$ cat config.mk
export PLATFORM = sky130hd
export DESIGN_NAME = seven_seg_scan
export DESIGN_NICKNAME = d
export VERILOG_FILES = /design/src/rtl/seven_seg_scan.sv
export SDC_FILE = /design/constraint.sdc
export NUM_CORES = 1
export LEC_CHECK = 0
export CELL_PAD_IN_SITES_DETAIL_PLACEMENT = 0
export CELL_PAD_IN_SITES_GLOBAL_PLACEMENT = 2
export CORE_ASPECT_RATIO = 0.7
export CORE_MARGIN = 2
export CORE_UTILIZATION = 25
export CTS_BUF_LIST = sky130_fd_sc_hd__clkbuf_8
export DETAILED_ROUTE_END_ITERATION = 6
export PLACE_DENSITY = 0.67
export SYNTH_ARGS = -nofsm -noshare
export SYNTH_HDL_FRONTEND = slang
export SYNTH_SLANG_ARGS = --single-unit
$ cat constraint.sdc
create_clock -name i_w_clk -period 5.8 [get_ports i_w_clk]
set_input_delay 0.58 -clock i_w_clk [delete_from_list [all_inputs] [get_ports i_w_clk]]
set_output_delay 0.58 -clock i_w_clk [all_outputs]
set_load 0.01 [all_outputs]
$ cat src/rtl/seven_seg_scan.sv
// rtl/seven_seg_scan.sv - time-multiplexed multi-digit 7-segment display driver
// Shadow-latched digit codes, scanned one digit per PRESCALE cycles onto a shared segment bus.
module seven_seg_scan #(
  parameter int DIGITS   = 4,
  parameter int PRESCALE = 1000,
  parameter int HEX_MODE = 0
) (
  input  logic                  i_w_clk,
  input  logic                  i_w_reset,
  input  logic [4*DIGITS-1:0]   i_w_in,
  input  logic                  i_w_load,
  input  logic                  i_w_lzs,
  output logic [6:0]            o_w_7seg,
  output logic [DIGITS-1:0]     o_w_an,
  output logic                  o_w_frame
);

  localparam int CNT_W = (PRESCALE > 1) ? $clog2(PRESCALE) : 1;
  localparam int IDX_W = (DIGITS > 1) ? $clog2(DIGITS) : 1;
  localparam logic [CNT_W-1:0] CNT_LAST = CNT_W'(PRESCALE - 1);
  localparam logic [IDX_W-1:0] IDX_LAST = IDX_W'(DIGITS - 1);

  logic [CNT_W-1:0]     cnt;
  logic [IDX_W-1:0]     idx;
  logic [4*DIGITS-1:0]  shadow;
  logic                 wrap_seen;
  logic                 tick;
  logic                 wrap;
  logic [3:0]           nibble;
  logic                 blank;
  logic                 upper_zero;
  logic [6:0]           seg_next;
  logic [DIGITS-1:0]    an_next;

  assign tick = (cnt == CNT_LAST);
  assign wrap = tick && (idx == IDX_LAST);

  function automatic logic [6:0] decode(input logic [3:0] code);
    logic [6:0] seg;
    case (code)
      4'd0:    seg = 7'd63;
      4'd1:    seg = 7'd6;
      4'd2:    seg = 7'd91;
      4'd3:    seg = 7'd79;
      4'd4:    seg = 7'd102;
      4'd5:    seg = 7'd109;
      4'd6:    seg = 7'd125;
      4'd7:    seg = 7'd7;
      4'd8:    seg = 7'd127;
      4'd9:    seg = 7'd111;
      4'd10:   seg = 7'd119;
      4'd11:   seg = 7'd124;
      4'd12:   seg = 7'd57;
      4'd13:   seg = 7'd94;
      4'd14:   seg = 7'd121;
      default: seg = 7'd113;
    endcase
    if (HEX_MODE == 0 && code > 4'd9) begin
      seg = 7'd0;
    end
    return seg;
  endfunction

  // Walk from the top digit down so upper_zero covers this nibble and every one above it.
  always_comb begin
    nibble     = 4'd0;
    blank      = 1'b0;
    upper_zero = 1'b1;
    for (int k = DIGITS - 1; k >= 0; k--) begin
      upper_zero = upper_zero && (shadow[4*k +: 4] == 4'd0);
      if (idx == IDX_W'(k)) begin
        nibble = shadow[4*k +: 4];
        blank  = i_w_lzs && (k != 0) && upper_zero;
      end
    end
  end

  always_comb begin
    seg_next = blank ? 7'd0 : decode(nibble);
    an_next  = '1;
    for (int k = 0; k < DIGITS; k++) begin
      an_next[k] = (idx != IDX_W'(k));
    end
  end

  // Outputs lag idx by one edge, so the frame pulse is delayed one edge behind the wrap.
  always_ff @(posedge i_w_clk) begin
    if (i_w_reset) begin
      cnt       <= '0;
      idx       <= '0;
      shadow    <= '0;
      wrap_seen <= 1'b0;
      o_w_7seg  <= 7'd0;
      o_w_an    <= '1;
      o_w_frame <= 1'b0;
    end else begin
      cnt <= tick ? '0 : cnt + 1'b1;
      if (tick) begin
        idx <= (idx == IDX_LAST) ? '0 : idx + 1'b1;
      end
      if (i_w_load) begin
        shadow <= i_w_in;
      end
      wrap_seen <= wrap;
      o_w_frame <= wrap_seen;
      o_w_7seg  <= seg_next;
      o_w_an    <= an_next;
    end
  end

endmodule

==> impl_metrics.py, run 1 <==
metrics = {
    "clock_tree": {
        "cts_tree": "done",
        "cts_made_buffers": 5,
        "post_cts_buffers": 0,
        "path_clk_slew_ns": 0.08,
        "hold_buffers": 0,
        "htree_levels": 2,
        "cts_resized": 0,
        "cts_sinks": 41,
        "clkLatencyLatePin_ns": 0.29,
        "root_buffer": "clkbuf_8",
        "cts.path.max_buffers": 2,
    },
    "timing": {
        "fmax_mhz": 353,
        "tightestPinTransition_ns": 0.944,
        "drv_slew": 0,
        "setup_viol": 0,
        "rsz0062_at_grt": "false",
        "hold_viol": 0,
        "finalCritPeriodShare_pct": 48.9,
        "layout_min_cycle_time_ns": 2.84,
        "slew-limit-headroom_pct": 36.9,
        "setup-tns-final_ns": 0,
        "finalClockSkew_ns": 0.00553,
    },
    "synthesis": {
        "yosysWarnings": 0,
        "synth-seq-cells": 41,
        "synth_cells": 200,
        "synth_top_area_share_pct": 43.0,
        "synth-compound-area-share_pct": 10.3,
        "postSynthAreaPerCell_um2": 9.53,
        "synth_xor_area_share_pct": 3.67,
        "synthesis.nets": 232,
        "synth.area.top_cells": "dfxtp_1 43%, mux2i_1 9.4%, ha_1 7.9%, nor2_1 6.1%, a211oi_1 3.1%",
        "synthMuxAreaShare_pct": 9.45,
        "synth-edff-count": 0,
        "synthArstFlopShare_pct": 0,
        "yosys_most_used_dff": "dfxtp_1",
        "ys_types": 40,
        "syn_area_um2": 1910,
        "synth_top_family_by_area": "simple AND/OR/NAND/NOR gates",
        "yosysTopAreaCell": "dfxtp_1",
        "yosys.area_share.simple_pct": 20.3,
        "seq_area_frac_synth_pct": 43.0,
        "synth_fa_ha_area_share_pct": 7.87,
    },
    "worst_setup_path": {
        "endpoint": "o_w_7seg[5]$_SDFF_PP0_",
        "rr_worst_depth": 10,
        "rr_startpoint": "idx[0]$_SDFFE_PP0N_",
        "arrival_ns": 2.98,
        "rrSetupSlack_ns": 2.96,
        "endpoint_kind": "register",
        "critPathKind": "reg2reg",
        "required_ns": 5.95,
        "reg2reg_to": "o_w_7seg[5]$_SDFF_PP0_",
        "crit_fanout": 14,
        "startpoint_type": "register",
        "startpoint": "idx[0]$_SDFFE_PP0N_",
    },
    "global_routing": {
        "grt_max_degree": 28,
        "grt_overflow": 0,
        "antenna_found_initial": 0,
        "grt_pass1_wl_mm": 6.58,
        "grt_util_all_layers_pct": 10.2,
        "grt_pass1_vias": 1332,
    },
    "floorplanning": {
        "pin_count": 32,
        "core_area_um2": 7350,
        "dieArea_um2": 8350,
        "die_w_um": 108,
        "die_y_um": 77.1,
        "fp-row-count": 26,
        "start_util_pct": 25.9,
    },
    "place": {
        "place_congestion": 0.730,
        "dp.cells": 319,
        "dp_hpwl_mm": 2.94,
        "port_buffers": 31,
    },
    "job": {
        "drv_cap": 0,
    },
    "routing": {
        "wire_per_inst_um": 11.9,
        "route.detailed.drc": 0,
        "viasPerCell": 4.23,
        "num_vias": 1382,
        "ant_nets": 0,
        "drt_iter0_markers": 74,
        "routed_wl_mm": 3.89,
        "dr.pass1.iters": 4,
    },
    "final_layout": {
        "antenna_cells": 0,
        "drive_gt1_share_pct": 5.24,
        "n_fill_cell": 796,
        "area_growth_pct": 25.2,
        "nets": 260,
        "instances_no_fill": 327,
    },
    "power": {
        "p_per_area_nw_per_um2": 241,
        "ir_worst_vdd_mv": 0.0888,
        "leakage_nw": 0.951,
    },
    "status": {
        "status": "finished clean",
    },
    "min_path": {
        "hold_path.class": "reg2reg",
    },
}
[cell usage after synthesis (3+ instances only)]
master	n
xnor2_1	5
nand2_1	7
dfxtp_1	41
nor3b_1	4
buf_2	4
nand3b_1	3
clkbuf_1	5
nor2_1	31
nor3_1	3
xor2_1	3
a211oi_1	8
ha_1	12
inv_1	11
nand2b_1	4
a21oi_1	6
mux2i_1	18
[cells by family (layout without fill, tap and decap cells)]
| kind of cell | Yosys count | count (layout) |
|---|---|---|
| DFF | 41 | 41 |
| muxes | 18 | 18 |
| and+or+nand+nor | 72 | 72 |
| xor gates and xnor gates | 8 | 8 |
| adders and majority gates | 12 | 12 |
| buffers and inverters | 22 | 51 |
| AOI/OAI and AO/OA | 27 | 27 |
[metal layers]
layer	GRT usage (%)	vias to the layer above	wire, µm
li1	-	748	-
met1	15.3	603	2300
met2	13.5	29	1390
met3	3.57	2	183
met4	2.69	0	21
met5	0	-	0
[critical path, cell delays in order (launching register included)]
cell and delay (ns):
dfxtp_1 0.35, inv_1 0.10, ha_1 0.43, a211oi_1 0.10, a221oi_1 0.63, inv_1 0.23
ha_1 0.27, nor2_1 0.16, inv_1 0.09, a21oi_1 0.25, a211oi_1 0.08
[cell usage in the layout, fill, tap and decap left out, types with 3 or more instances in the layout]
cell type / synthesis / routed
inv_1: 11 / 11
nor2_1: 31 / 31
a21oi_1: 6 / 6
nor3b_1: 4 / 4
xor2_1: 3 / 3
mux2i_1: 18 / 18
ha_1: 12 / 12
nand2b_1: 4 / 4
nor3_1: 3 / 3
dfxtp_1: 41 / 41
nand3b_1: 3 / 3
clkdlybuf4s50_1: 0 / 31
nand2_1: 7 / 7
clkbuf_8: 0 / 7
a211oi_1: 8 / 8
xnor2_1: 5 / 5
[final cells by class]
class	instances	area, µm²	share of cell area (%)
inverters	11	41.3	1.73
clock buffers	7	96.3	4.04
well taps	98	123	5.14
flip-flops and latches	41	821	34.4
clock inverters	1	5.00	0.210
repair buffers	32	318	13.3
multi-input cells	137	983	41.2
[worst min path at each step]
stage	start	cells past startpoint	endpoint	slack, ns
3_3_place_gp	wrap_seen$_SDFF_PP0_	1	o_w_frame$_SDFF_PP0_	0.43
4_1_cts	wrap_seen$_SDFF_PP0_	1	o_w_frame$_SDFF_PP0_	0.45
2_1_floorplan	wrap_seen$_SDFF_PP0_	1	o_w_frame$_SDFF_PP0_	0.41
6_report	wrap_seen$_SDFF_PP0_	1	o_w_frame$_SDFF_PP0_	0.44
3_5_place_dp	wrap_seen$_SDFF_PP0_	1	o_w_frame$_SDFF_PP0_	0.44
5_1_grt	wrap_seen$_SDFF_PP0_	1	o_w_frame$_SDFF_PP0_	0.47
[state kept, by name, indices dropped and copies added (netlist names)]
| name | flops |
|---|---|
| o_w_7seg | 7 |
| o_w_frame | 1 |
| idx | 2 |
| shadow | 16 |
| wrap_seen | 1 |
| o_w_an | 4 |
| cnt | 10 |
[through the flow]
| stage | instance area [µm²] | util, % | hold WS, ns | power, mW | setup WS (ns) |
|---|---|---|---|---|---|
| after CTS | 2390 | 32.5 | 0.454 | 0.586 | 2.90 |
| final | 2390 | 32.5 | 0.443 | 0.576 | 2.96 |
| after global routing | 2390 | 32.5 | 0.472 | 0.609 | 2.64 |
| after detailed placement | 2290 | 31.1 | 0.436 | 0.380 | 2.91 |
| after floorplan | 1910 | - | 0.414 | 0.348 | 3.37 |
| after global placement | 2290 | 31.1 | 0.431 | 0.381 | 3.09 |
[power by group]
group	switching (mW)	internal, mW	leakage, nW
registers	0.00828	0.295	0.337
logic	0.0307	0.0385	0.560
clock network	0.0955	0.108	0.0542
total	0.135	0.441	0.951
Note: power is estimated with default switching activity, not from simulation.
==> run 2, diff against run 1 <==
Settings changed: PLACE_DENSITY 0.67 to 0.7.
Clock period 5.8 ns to 2.45 ns, I/O delays scaled along.
==> run 2 against run 1 <==
Against the previous run: hold slack worse by 0.0011 ns; combinational power grew to 2.5 times the previous value; power grew 130%; largest cell class unchanged; largest power group unchanged; sequential share of layout area fell by 1.5 points.
==> impl_metrics.py, run 2 (synthesis results as in run 1) <==
metrics = {
    "timing": {
        "fmax_mhz": 436,
        "setup_slack_ns": 0.159,
        "drv_slew": 0,
        "hold_viol": 0,
        "layout_min_cycle_time_ns": 2.29,
        "finalClockSkew_ns": 0.00411,
        "finalCritPeriodShare_pct": 93.5,
        "slew-limit-headroom_pct": 63.7,
        "setup_viol": 0,
        "tightestPinTransition_ns": 0.543,
    },
    "global_routing": {
        "grt_pass1_wl_mm": 7.07,
        "grt_overflow": 0,
        "grt_util_all_layers_pct": 10.8,
        "grt_pass1_vias": 1460,
        "antenna_found_initial": 0,
        "grt_max_degree": 25,
    },
    "min_path": {
        "min_from": "wrap_seen$_SDFF_PP0_",
        "holdPathEnd": "o_w_frame$_SDFF_PP0_",
        "hold_path_depth": 1,
        "hold_path.class": "reg2reg",
    },
    "worst_setup_path": {
        "startpoint_type": "register",
        "rr_startpoint": "idx[0]$_SDFFE_PP0N_",
        "crit_family": "compound AO/OA/AOI/OAI gates",
        "slowest_stage": "a221o_1",
        "critPathMaxStageDelay_ns": 0.39,
        "critPathKind": "reg2reg",
        "crit_fanout": 6,
        "rrSetupSlack_ns": 0.16,
        "required_ns": 2.60,
        "rr_worst_depth": 9,
        "reg2reg_to": "o_w_7seg[3]$_SDFF_PP0_",
        "path_buf_inv": 2,
        "cp_cell_sequence": "inv_1, ha_2, nand3b_1, a221o_1, inv_2, ha_1, or3_1, o221ai_2, a21oi_1",
        "arrival_ns": 2.44,
        "endpoint_kind": "register",
    },
    "power": {
        "p_per_area_nw_per_um2": 518,
        "ir_worst_vdd_mv": 0.207,
        "leakage_nw": 1.00,
    },
    "final_layout": {
        "regMostFlops": "shadow",
        "final_cell_mix": "39 x dfxtp_1, 31 x nor2_1, 31 x clkdlybuf4s50_1",
        "area_growth_pct": 31.4,
        "drive_gt1_share_pct": 14.2,
        "nets": 273,
        "multi_input_area_um2": 1030,
        "largest_reg_flops": 16,
        "final_area_um2": 2500,
        "antenna_cells": 0,
        "reg_top3": "shadow x16, cnt x10, o_w_7seg x7",
        "layout_commonest_cell": "dfxtp_1",
        "register_area_um2": 823,
        "n_fill_cell": 792,
    },
    "clock_tree": {
        "cts_sinks": 41,
        "cts.path.max_buffers": 2,
        "cts_made_buffers": 5,
        "root_buffer": "clkbuf_8",
        "htree_levels": 2,
        "cts_tree": "done",
        "hold_buffers": 0,
        "clkLatencyLatePin_ns": 0.28,
        "path_clk_slew_ns": 0.07,
    },
    "floorplanning": {
        "pin_count": 32,
        "die_y_um": 77.1,
        "start_util_pct": 25.9,
        "fp-row-count": 26,
        "core_area_um2": 7350,
        "dieArea_um2": 8350,
        "die_w_um": 108,
    },
    "place": {
        "place_ws_ns": -0.0669,
        "dpl-instance-area_um2": 2380,
        "port_buffers": 31,
        "dp_hpwl_mm": 3.18,
        "place_congestion": 0.748,
    },
    "routing": {
        "viasPerCell": 4.37,
        "num_vias": 1478,
        "route.detailed.drc": 0,
        "drt_iter0_markers": 58,
        "ant_nets": 0,
        "routed_wl_mm": 4.17,
        "wire_per_inst_um": 12.3,
        "dr.pass1.iters": 4,
    },
    "status": {
        "status": "finished clean",
    },
    "job": {
        "drv_cap": 0,
    },
}
## run 2: cell types whose count changed in the layout (fill, tap and decap cells not counted), sizes merged
| cell | before | now |
|---|---|---|
| clkbuf | 7 | 5 |
| buf | 1 | 14 |
## run 2: worst max path at each step
| stage | cells after the start | from | endpoint | slack [ns] |
|---|---|---|---|---|
| 2_1_floorplan | 9 | idx[0]$_SDFFE_PP0N_ | o_w_7seg[3]$_SDFF_PP0_ | 0.02 |
| 3_3_place_gp | 9 | idx[1]$_SDFFE_PP0N_ | o_w_7seg[3]$_SDFF_PP0_ | 0.1 |
| 3_5_place_dp | 10 | idx[1]$_SDFFE_PP0N_ | o_w_7seg[5]$_SDFF_PP0_ | -0.07 |
| 4_1_cts | 9 | idx[1]$_SDFFE_PP0N_ | o_w_7seg[3]$_SDFF_PP0_ | 0.003 |
| 5_1_grt | 9 | idx[0]$_SDFFE_PP0N_ | o_w_7seg[3]$_SDFF_PP0_ | -0.006 |
| 6_report | 9 | idx[0]$_SDFFE_PP0N_ | o_w_7seg[3]$_SDFF_PP0_ | 0.16 |
## run 2: cell type report
class / instances / share of cell area (%)
clock buffers: 5 / 2.75
clock inverters: 1 / 0.200
multi-input cells: 137 / 41.1
inverters: 11 / 1.65
well taps: 98 / 4.90
flip-flops and latches: 41 / 32.9
repair buffers: 45 / 16.6
## run 2: layer usage
layer  wire length [µm]  track usage, %  up-vias
li1                   -               -      773
met1               2290            16.1      676
met2               1670            15.0       27
met3                184            3.06        2
met4                 25            3.08        0
met5                  0               0        -
## run 2: per-stage QoR
stage	power, mW	util [%]	hold WS [ns]	TNS, ns	instances
after floorplan	0.824	-	0.392	0	200
after global placement	0.907	32.3	0.431	0	331
after detailed placement	0.906	32.3	0.433	-0.255	331
after CTS	1.32	33.4	0.452	0	337
after global routing	1.38	34.1	0.463	-0.00650	338
final	1.30	34.1	0.442	0	338
## run 2: worst reg2reg max path, cell delays in order, from the launching register on
cell      delay, ns
dfxtp_2        0.35
inv_1          0.07
ha_2           0.23
nand3b_1       0.18
a221o_1        0.39
inv_2          0.10
ha_1           0.24
or3_1          0.39
o221ai_2       0.16
a21oi_1        0.08
## run 2: where the power goes
part / total (mW) / internal [mW] / switching [mW]
clock network: 0.403 / 0.188 / 0.215
registers: 0.718 / 0.698 / 0.0200
logic: 0.176 / 0.0985 / 0.0777
total: 1.30 / 0.985 / 0.313
## run 2: timing repair
action	CTS	global route
setup endpoints to repair	4	6
gates cloned	0	0
gates resized for setup	1	11
pin swaps	0	1
setup buffers	0	1
==> run 3, diff against run 2 <==
Settings changed: ABC_AREA set to 0.
==> results of run 3 <==
Final layout, timing and power as in run 2 (identical DEF).
